<file path="config.mk">
export PLATFORM = sky130hd
export DESIGN_NAME = regfile_scoreboard
export DESIGN_NICKNAME = d
export VERILOG_FILES = /design/src/rtl/rv_pkg.sv /design/src/rtl/reg_scoreboard.sv /design/src/rtl/regfile_scoreboard.sv
export SDC_FILE = /design/constraint.sdc
export NUM_CORES = 2
export LEC_CHECK = 0
export ABC_CLOCK_PERIOD_IN_PS = 7000
export BUFFER_PORTS_ARGS = -buffer_cell sky130_fd_sc_hd__buf_2
export CAP_MARGIN = 10
export CORE_UTILIZATION = 46
export DETAILED_ROUTE_END_ITERATION = 16
export HOLD_SLACK_MARGIN = 0.05
export PLACE_DENSITY = 0.59
export SLEW_MARGIN = 10
export SYNTH_ARGS = -nofsm -noshare
export SYNTH_HDL_FRONTEND = slang
export SYNTH_SLANG_ARGS = --single-unit
</file>
<file path="constraint.sdc">
create_clock -name clk -period 7 [get_ports clk]
set_clock_uncertainty 0.05 [all_clocks]
set_input_delay 0.7 -clock clk [delete_from_list [all_inputs] [get_ports clk]]
set_output_delay 0.7 -clock clk [all_outputs]
set_load 0.1 [all_outputs]
</file>
<file path="src/rtl/rv_pkg.sv">
// Shared defaults for the register file and its scoreboard.
// Also provides the address-width derivation used by both modules.
package rv_pkg;

    localparam int XLEN_DEFAULT  = 32;
    localparam int NREGS_DEFAULT = 32;

    // Smallest width w with 2**w >= n; NREGS is a power of two, so this is log2.
    function automatic int addr_width(input int n);
        int w;
        w = 0;
        while ((1 << w) < n) begin
            w++;
        end
        return w;
    endfunction

endpackage

</file>
<file path="src/rtl/reg_scoreboard.sv">
// Pending-write flags for the architectural registers plus a registered
// population count of those flags.
module reg_scoreboard #(
    parameter int NREGS = 32,
    parameter int AW    = 5
) (
    input  logic             clk,
    input  logic             rst_n,
    input  logic             issue_valid,
    input  logic [AW-1:0]    issue_rd,
    input  logic             we,
    input  logic [AW-1:0]    rd_addr,
    input  logic             flush,
    output logic [NREGS-1:0] busy,
    output logic [AW:0]      busy_count
);

    localparam logic [AW:0] CNT_ONE = (AW+1)'(1);

    logic [NREGS-1:0] busy_q, busy_d;
    logic [AW:0]      count_q, count_d;
    logic             set_ok;
    logic             clr_ok;

    // The count tracks flag transitions instead of recounting every cycle;
    // an issue and a writeback to the same register leave the flag set.
    always_comb begin
        set_ok  = issue_valid && (issue_rd != '0) && !flush;
        clr_ok  = we && (rd_addr != '0) && !flush
                  && !(set_ok && (issue_rd == rd_addr));
        busy_d  = busy_q;
        count_d = count_q;
        if (flush) begin
            busy_d  = '0;
            count_d = '0;
        end else begin
            if (clr_ok && busy_q[rd_addr]) begin
                busy_d[rd_addr] = 1'b0;
                count_d         = count_d - CNT_ONE;
            end
            if (set_ok && !busy_q[issue_rd]) begin
                busy_d[issue_rd] = 1'b1;
                count_d          = count_d + CNT_ONE;
            end
        end
    end

    always_ff @(posedge clk or negedge rst_n) begin
        if (!rst_n) begin
            busy_q  <= '0;
            count_q <= '0;
        end else begin
            busy_q  <= busy_d;
            count_q <= count_d;
        end
    end

    assign busy       = busy_q;
    assign busy_count = count_q;

endmodule

</file>
<file path="src/rtl/regfile_scoreboard.sv">
// Multi-port register file with optional write-to-read forwarding and a
// pending-write scoreboard; register 0 is hard-wired to zero.
module regfile_scoreboard
    import rv_pkg::*;
#(
    parameter int XLEN   = XLEN_DEFAULT,
    parameter int NREGS  = NREGS_DEFAULT,
    parameter int NRD    = 2,
    parameter int BYPASS = 1,
    localparam int AW    = addr_width(NREGS)
) (
    input  logic                clk,
    input  logic                rst_n,
    input  logic [NRD*AW-1:0]   rs_addr,
    output logic [NRD*XLEN-1:0] rs_data,
    output logic [NRD-1:0]      rs_busy,
    input  logic                we,
    input  logic [AW-1:0]       rd_addr,
    input  logic [XLEN-1:0]     wdata,
    input  logic                issue_valid,
    input  logic [AW-1:0]       issue_rd,
    input  logic                flush,
    output logic [AW:0]         busy_count
);

    logic [XLEN-1:0]  regs_q [NREGS];
    logic [NREGS-1:0] sb_busy;

    // Every entry is cleared asynchronously, so storage stays in flops.
    always_ff @(posedge clk or negedge rst_n) begin
        if (!rst_n) begin
            for (int i = 0; i < NREGS; i++) begin
                regs_q[i] <= '0;
            end
        end else if (we && (rd_addr != '0)) begin
            regs_q[rd_addr] <= wdata;
        end
    end

    reg_scoreboard #(
        .NREGS (NREGS),
        .AW    (AW)
    ) u_sb (
        .clk         (clk),
        .rst_n       (rst_n),
        .issue_valid (issue_valid),
        .issue_rd    (issue_rd),
        .we          (we),
        .rd_addr     (rd_addr),
        .flush       (flush),
        .busy        (sb_busy),
        .busy_count  (busy_count)
    );

    genvar gi;
    generate
        for (gi = 0; gi < NRD; gi++) begin : g_rd
            logic [AW-1:0] addr;
            logic          hit;

            assign addr = rs_addr[gi*AW +: AW];
            // Forwarding is suppressed in reset so outputs show the cleared state.
            assign hit  = (BYPASS != 0) && rst_n && we
                          && (rd_addr == addr) && (addr != '0);

            assign rs_data[gi*XLEN +: XLEN] = hit ? wdata
                                            : ((addr == '0) ? '0 : regs_q[addr]);
            assign rs_busy[gi] = hit ? 1'b0 : sb_busy[addr];
        end
    endgenerate

endmodule

</file>
# After elaboration in Yosys (flattened, before gate mapping)
# Cells that the tools add are included.
# totals
inputBits,57
out_inout_bits,72
word_cells,115
reg_bits,1062
# classes
n_eq_ne,3
n_bitwise,6
add_sub_neg,2
reduce_logical,25
muxes,35
n_lt_le_gt_ge,10
# ops
op,n
bitwise mux 1024 bit,1
two-way mux 32 bit,13
binary-select mux 32 bit (select 5 bit),2
demux 32 bit (select 5 bit),1
AND 32 bit,1
NOT 32 bit,1
bitwise OR 32 bit,1
"< comparator 5 x 6 -> 1 bit, second input constant",4
two-way mux 6 bit,4
binary-select mux 1 bit (select 5 bit),4
nonzero test 5 bit,4
"greater-or-equal comparator 6 bit, second input constant",3
NOT 5 -> 6 bit,3
logical AND 1 bit,16
== test 5 bit,3
demux 1 bit (select 5 bit),2
"greater-or-equal comparator 5 x 1 -> 1 bit, second input constant",2
zero test 5 bit,2
two-way mux 1 bit,8
"adder 6 x 1 -> 6 bit, second input constant",1
"< comparator 6 x 1 -> 1 bit, second input constant",1
"subtractor 6 x 1 -> 6 bit, second input constant",1
zero test 1 bit,3

# Depth between registers and ports, before layout
# logic_depth
word_depth,12
mapped_depth,13
depth_no_buf,11

# Hierarchy
# Synthesis repeated with hierarchy kept, for this count alone.
# hier_totals
hier_cells,4243
hier_area_um2,58768.9
# by_module_without_submodules
mod,cells_per_inst,instances,area_each_um2,seq_area_each_um2
regfile_scoreboard,3986,1,56141.3,25624.6
reg_scoreboard,257,1,2627.5,950.9

# Least setup slack after synthesis
# OpenSTA, ideal clock, no wires.
# synth_timing
path_kind,in2out
startpoint,input rs_addr[1]
endpoint,output rs_data[30]
n_path_buf,4
arrival_ps,5462
path_slack_ps,788
cell_stages,8
required_time_ps,6250
cell_sequence,clkbuf_1 > clkbuf_1 > buf_1 > buf_1 > mux4_2 > nor2b_1 > a211oi_1 > o41ai_1
# synth_via
elab_chain_len,6
elab_cells_between_ends,11
cone_classes,eq/ne (1); mux (5); bitwise (1); reduce/logical (4)
# synth_lines
element,line,source
from (decl),regfile_scoreboard.sv:14,"input logic [NRD*AW-1:0] rs_addr,"
NOT 5 -> 6 bit (implied by the code),regfile_scoreboard.sv:67,: ((addr == '0) ? '0 : regs_q[addr]);
binary-select mux 32 bit (select 5 bit),regfile_scoreboard.sv:67,
two-way mux 32 bit (implied by the code) (2 in a row),regfile_scoreboard.sv:67,
two-way mux 32 bit,regfile_scoreboard.sv:67,
two-way mux 32 bit (*),regfile_scoreboard.sv:66,assign rs_data[gi*XLEN +: XLEN] = hit ? wdata
to (decl),regfile_scoreboard.sv:15,"output logic [NRD*XLEN-1:0] rs_data,"
# Every way passes the cells marked *; elsewhere a longest branch is shown, timed or not. The select of a mux whose other input is x is not followed.

# Worst setup path in the final report
# layout_timing
startpoint,input rs_addr[4]
endpoint,output rs_data[30]
# The elaborated chain is that of the path after synthesis.

==> results <==
- The run finished, with violations left.
- The checks that failed: design-rule violations.
- The via count of the first global-routing pass came to 37.6k.
- Summed over all failing endpoints, the final setup total negative slack is 0 ns.
- The count of endpoints failing setup in the final report is 0.
- Measured along the y axis, the die boundary spans 356 microns.
- The floorplan has 129 rows.
- The worst setup path is launched from an input port.
- Input and output buffers added on the ports amount to ~130.
- The final antenna-violating net count is 0.
- The flip-flop and latch count after synthesis is 1062.
- The part of the Yosys area used for sequential elements is between 40% and 50%.
- The region available for standard cell placement spans 124000 sq um.
- Buffers inserted during clock tree synthesis total roughly 120.
- The clock slew at the register clock pins of the worst setup and hold paths is 0.06 ns.
- Across all hold checks on the routed design, the worst slack comes to 0.343 ns.
- Max-cap violations in this run came to 0.
- The pin count of the biggest net entering global routing is 169.
- The DRC violations left is 8.
- In the synthesized netlist, the number of instances is 3660.
- IR analysis of the VDD net gives a maximum drop of 0.000222 V.
- The clock drives 1062 sinks.
- The arrival time at the worst endpoint is 4.43 ns.
- TritonCTS built the clock tree.
- Fill cells in the final layout number just under 10k.
- The cell area that synthesis handed to floorplanning was about 58000 sq um.
- The design draws 19.0 mW.
- The final routed wirelength across all metal layers is between 150000 and 200000 microns.
- The congestion estimate from routability-driven global placement came to about 0.84.
- At the pin with the least slew margin, the transition time is ~1.4 ns.
- Global routing used 29.2% of the available tracks.
- The number of max-slew violations in the final report is 0.
- The kind of capture point of the worst setup path is a primary output.
- The power per unit of standard cell area is approximately 300 nW/um^2.
- The routed layout has between 30k and 40k vias.
- Yosys printed 0 warnings.
- The total placed cells including tap cells is 5069.
- Post-CTS repair changed the size of 0 cells.
- The minimum period implied by the final worst setup slack is 5.18 ns.
- The count of flip-flops with a built-in enable after synthesis is 0.
- The number of cell instances on the worst register-to-register path is 11.
- The required time at the worst-slack endpoint is around 6.3 ns.
- Summed over all instances, the cell type with the most area after synthesis is dfrtp_1.
- Across all register-to-register paths, the minimum setup slack is approximately 3.7 ns.
- The achievable clock frequency is 0.193 GHz.
- The final critical path takes up 74.0% of the cycle.
- The first detailed-routing pass took 11 iterations.
- In this run the static leakage power is 26.8 nW.
- The worst setup path is of the input port to primary output kind.
- Detailed placement ended at an HPWL of about 100000 microns.
- The critical register-to-register path startpoint is u_sb.busy[19].
- Setup repair after global routing left no endpoint under its margin.
- Cells fill about half of the core in the end.
- After detailed routing, the average wire length per cell comes to 34.0 microns.
- The final instance area is ~64000 sq um.
- The largest fanout on the critical path is 32.
- The H-tree level count is 3.
- Headroom to the max-slew limit came out at 8.73%.
- The global-route wire length before repair is 268000 microns.
- The mean number of vias per cell is between 6 and 7.
- The setup slack at placement is about 1.9 ns.
- The remaining global-route overflow is 0.
- In the final layout, the share of cells above drive strength 1 is 57.7%.
- Once the floorplan was initialized, standard cells occupied 46.4% of the core.
- The final count of hold timing violations came to 0.
- The number of antenna violations at the first check in global routing is 2.
- From left edge to right edge, the die measures ~360 microns.
- The worst min-delay path startpoint is regs_q[997].
- At the later pin of the worst-skew pair, clock insertion delay measures approximately 0.74 ns.
- The cell at the root of the clock tree is clkbuf_16.
- The total number of nets in the final design is between 3k and 4k.
- In this run the deepest clock path goes through 3 buffers.
- The synthesized design devotes to its leading area cell type 46.2% of total area.
- Setup slack on the critical path of the routed design comes to around 1.8 ns.
- The worst hold path passes through 0 cells.
- The initial DRC count is 3187.
- The diode insertion count for antenna repair is 0.
- The endpoint identified for the worst register-to-register timing path is u_sb.busy_count[4].
- After synthesis, the share of flip-flops with an asynchronous set or reset is 100%.
- Yosys attributes the largest share of cell area to dfrtp_1 (46%), mux4_2 (26%), mux2_2 (20%), clkbuf_1 (2.1%), mux2i_1 (1.1%).
- The classification of the worst-slack hold path is flop to flop.
- In this run the count of I/O pins placed on the die edge is 129.
- The count of cells in the finished layout, fillers not included, comes to 5290.
- Counting distinct cell types in the post-synthesis netlist gives 56.
- The flip-flop cell with the highest count after synthesis is dfrtp_1.
- The total nets after synthesis is 3719.
- The area of placed instances is 59600 sq um.
- The per-instance average area after synthesis is 15.7 sq um.
- The endpoint with the worst hold slack is regs_q[997].
- Compared with the post-synthesis result, the final layout area differs by 10.7%.
- The total die area is 126000 sq um.
## worst max path at each step
stage	slack, ns	startpoint	end
after floorplan	0.79	rs_addr[1]	rs_data[30]
after global placement	1.87	rs_addr[3]	rs_data[30]
after detailed placement	1.91	rs_addr[4]	rs_data[30]
after CTS	1.90	rs_addr[4]	rs_data[30]
after global routing	1.81	rs_addr[4]	rs_data[21]
final	1.82	rs_addr[4]	rs_data[30]
## power by group
group          switching (mW)  internal [mW]
Clock                    2.62           3.85
Sequential              0.825           7.27
Combinational            2.19           2.30
Total                    5.63           13.4
## area by class of cell
class	instances	area (sq um)	share of cell area, %
Multi-Input combinational cell	2165	29500	46.3
Sequential cell	1062	26600	41.7
Clock buffer	184	3600	5.66
Tap cell	1637	2050	3.22
Timing Repair Buffer	197	1470	2.30
Clock inverter	35	452	0.709
Inverter	10	37.5	0.0590
## Yosys cell counts (2+ instances only)
master / count
buf_6: 2
o31ai_1: 16
nand3b_1: 3
a21o_1: 2
mux4_2: 653
or3_1: 4
nor2_2: 4
nand2_1: 101
dfrtp_1: 1062
or4_1: 2
a211oi_1: 3
nor3_1: 8
nor4_1: 3
nand3_1: 18
clkbuf_1: 321
nor4b_1: 2
buf_1: 67
and3b_1: 2
nand2b_1: 9
nor2_1: 39
and2_1: 2
nand4_1: 8
and4_1: 2
mux4_1: 4
inv_1: 10
xnor2_1: 13
o22ai_1: 15
xor2_1: 5
o41ai_1: 2
a21oi_1: 35
o21ai_0: 80
nor2b_1: 24
mux2_2: 1021
buf_2: 31
mux2i_1: 62
ha_1: 2
and3_1: 3
nor3b_1: 2
## flip-flops by register name (all words and copies together), names as in the netlist
name and flops:
u_sb.busy 32, regs_q 1024, u_sb.busy_count 6
## placed cells by master (no fill, tap or decap), types with 3 or more instances in the layout
| cell type | count |
|---|---|
| buf_12 | 17 |
| clkinv_2 | 17 |
| clkbuf_1 | 28 |
| nor2_2 | 4 |
| a21oi_1 | 35 |
| nand2_4 | 3 |
| dfrtp_1 | 1062 |
| clkbuf_8 | 36 |
| nor2_4 | 24 |
| mux4_2 | 653 |
| mux4_1 | 4 |
| nor2_1 | 15 |
| a211oi_1 | 3 |
| bufinv_16 | 9 |
| nand2b_4 | 4 |
| xor2_1 | 5 |
| mux2i_1 | 62 |
| o31ai_1 | 16 |
| nand3_1 | 18 |
| mux2_2 | 1021 |
| or3_1 | 4 |
| o22ai_1 | 15 |
| nand2b_1 | 5 |
| buf_8 | 5 |
| inv_1 | 10 |
| buf_4 | 54 |
| nand2_1 | 99 |
| o21ai_0 | 80 |
| nand3b_1 | 3 |
| clkinvlp_4 | 3 |
| xnor2_1 | 13 |
| nor3_1 | 8 |
| buf_2 | 117 |
| and3_1 | 3 |
| nand4_1 | 8 |
| nor2b_1 | 24 |
| clkbuf_16 | 120 |
## metal layers
metal	vias up	track usage (%)	share of wire, %
met4	0	10.2	3.5
li1	14018	-	-
met1	19734	40.0	41
met5	-	0	0
met2	1359	47.0	49
met3	342	5.09	6.4
## logic make-up (layout without fill, tap and decap cells)
logic type	after synthesis	after routing	synth area share [%]
DFF	1062	1062	46.2
muxes	1740	1740	46.8
xor gates and xnor gates	18	18	0.274
AOI/OAI and AO/OA	164	164	1.68
buffers and inverters	433	426	2.93
and+or+nand+nor	241	241	2.02
adders and majority gates	2	2	0.0435
## what timing repair did
item                                   in CTS  in global routing
hold buffers                                1                  0
buffers inserted                            0                  0
endpoints found under the hold margin      80                  0
## worst max-delay path: stages
cell and delay [ns]:
buf_4 0.38, or2_2 0.77, nor3_1 0.14, nor3_1 0.17
a21oi_1 0.07, nor4_2 0.37, a21o_2 1.04, o41ai_1 0.31
buf_2 0.40
Note: power is estimated with default switching activity, not from simulation.
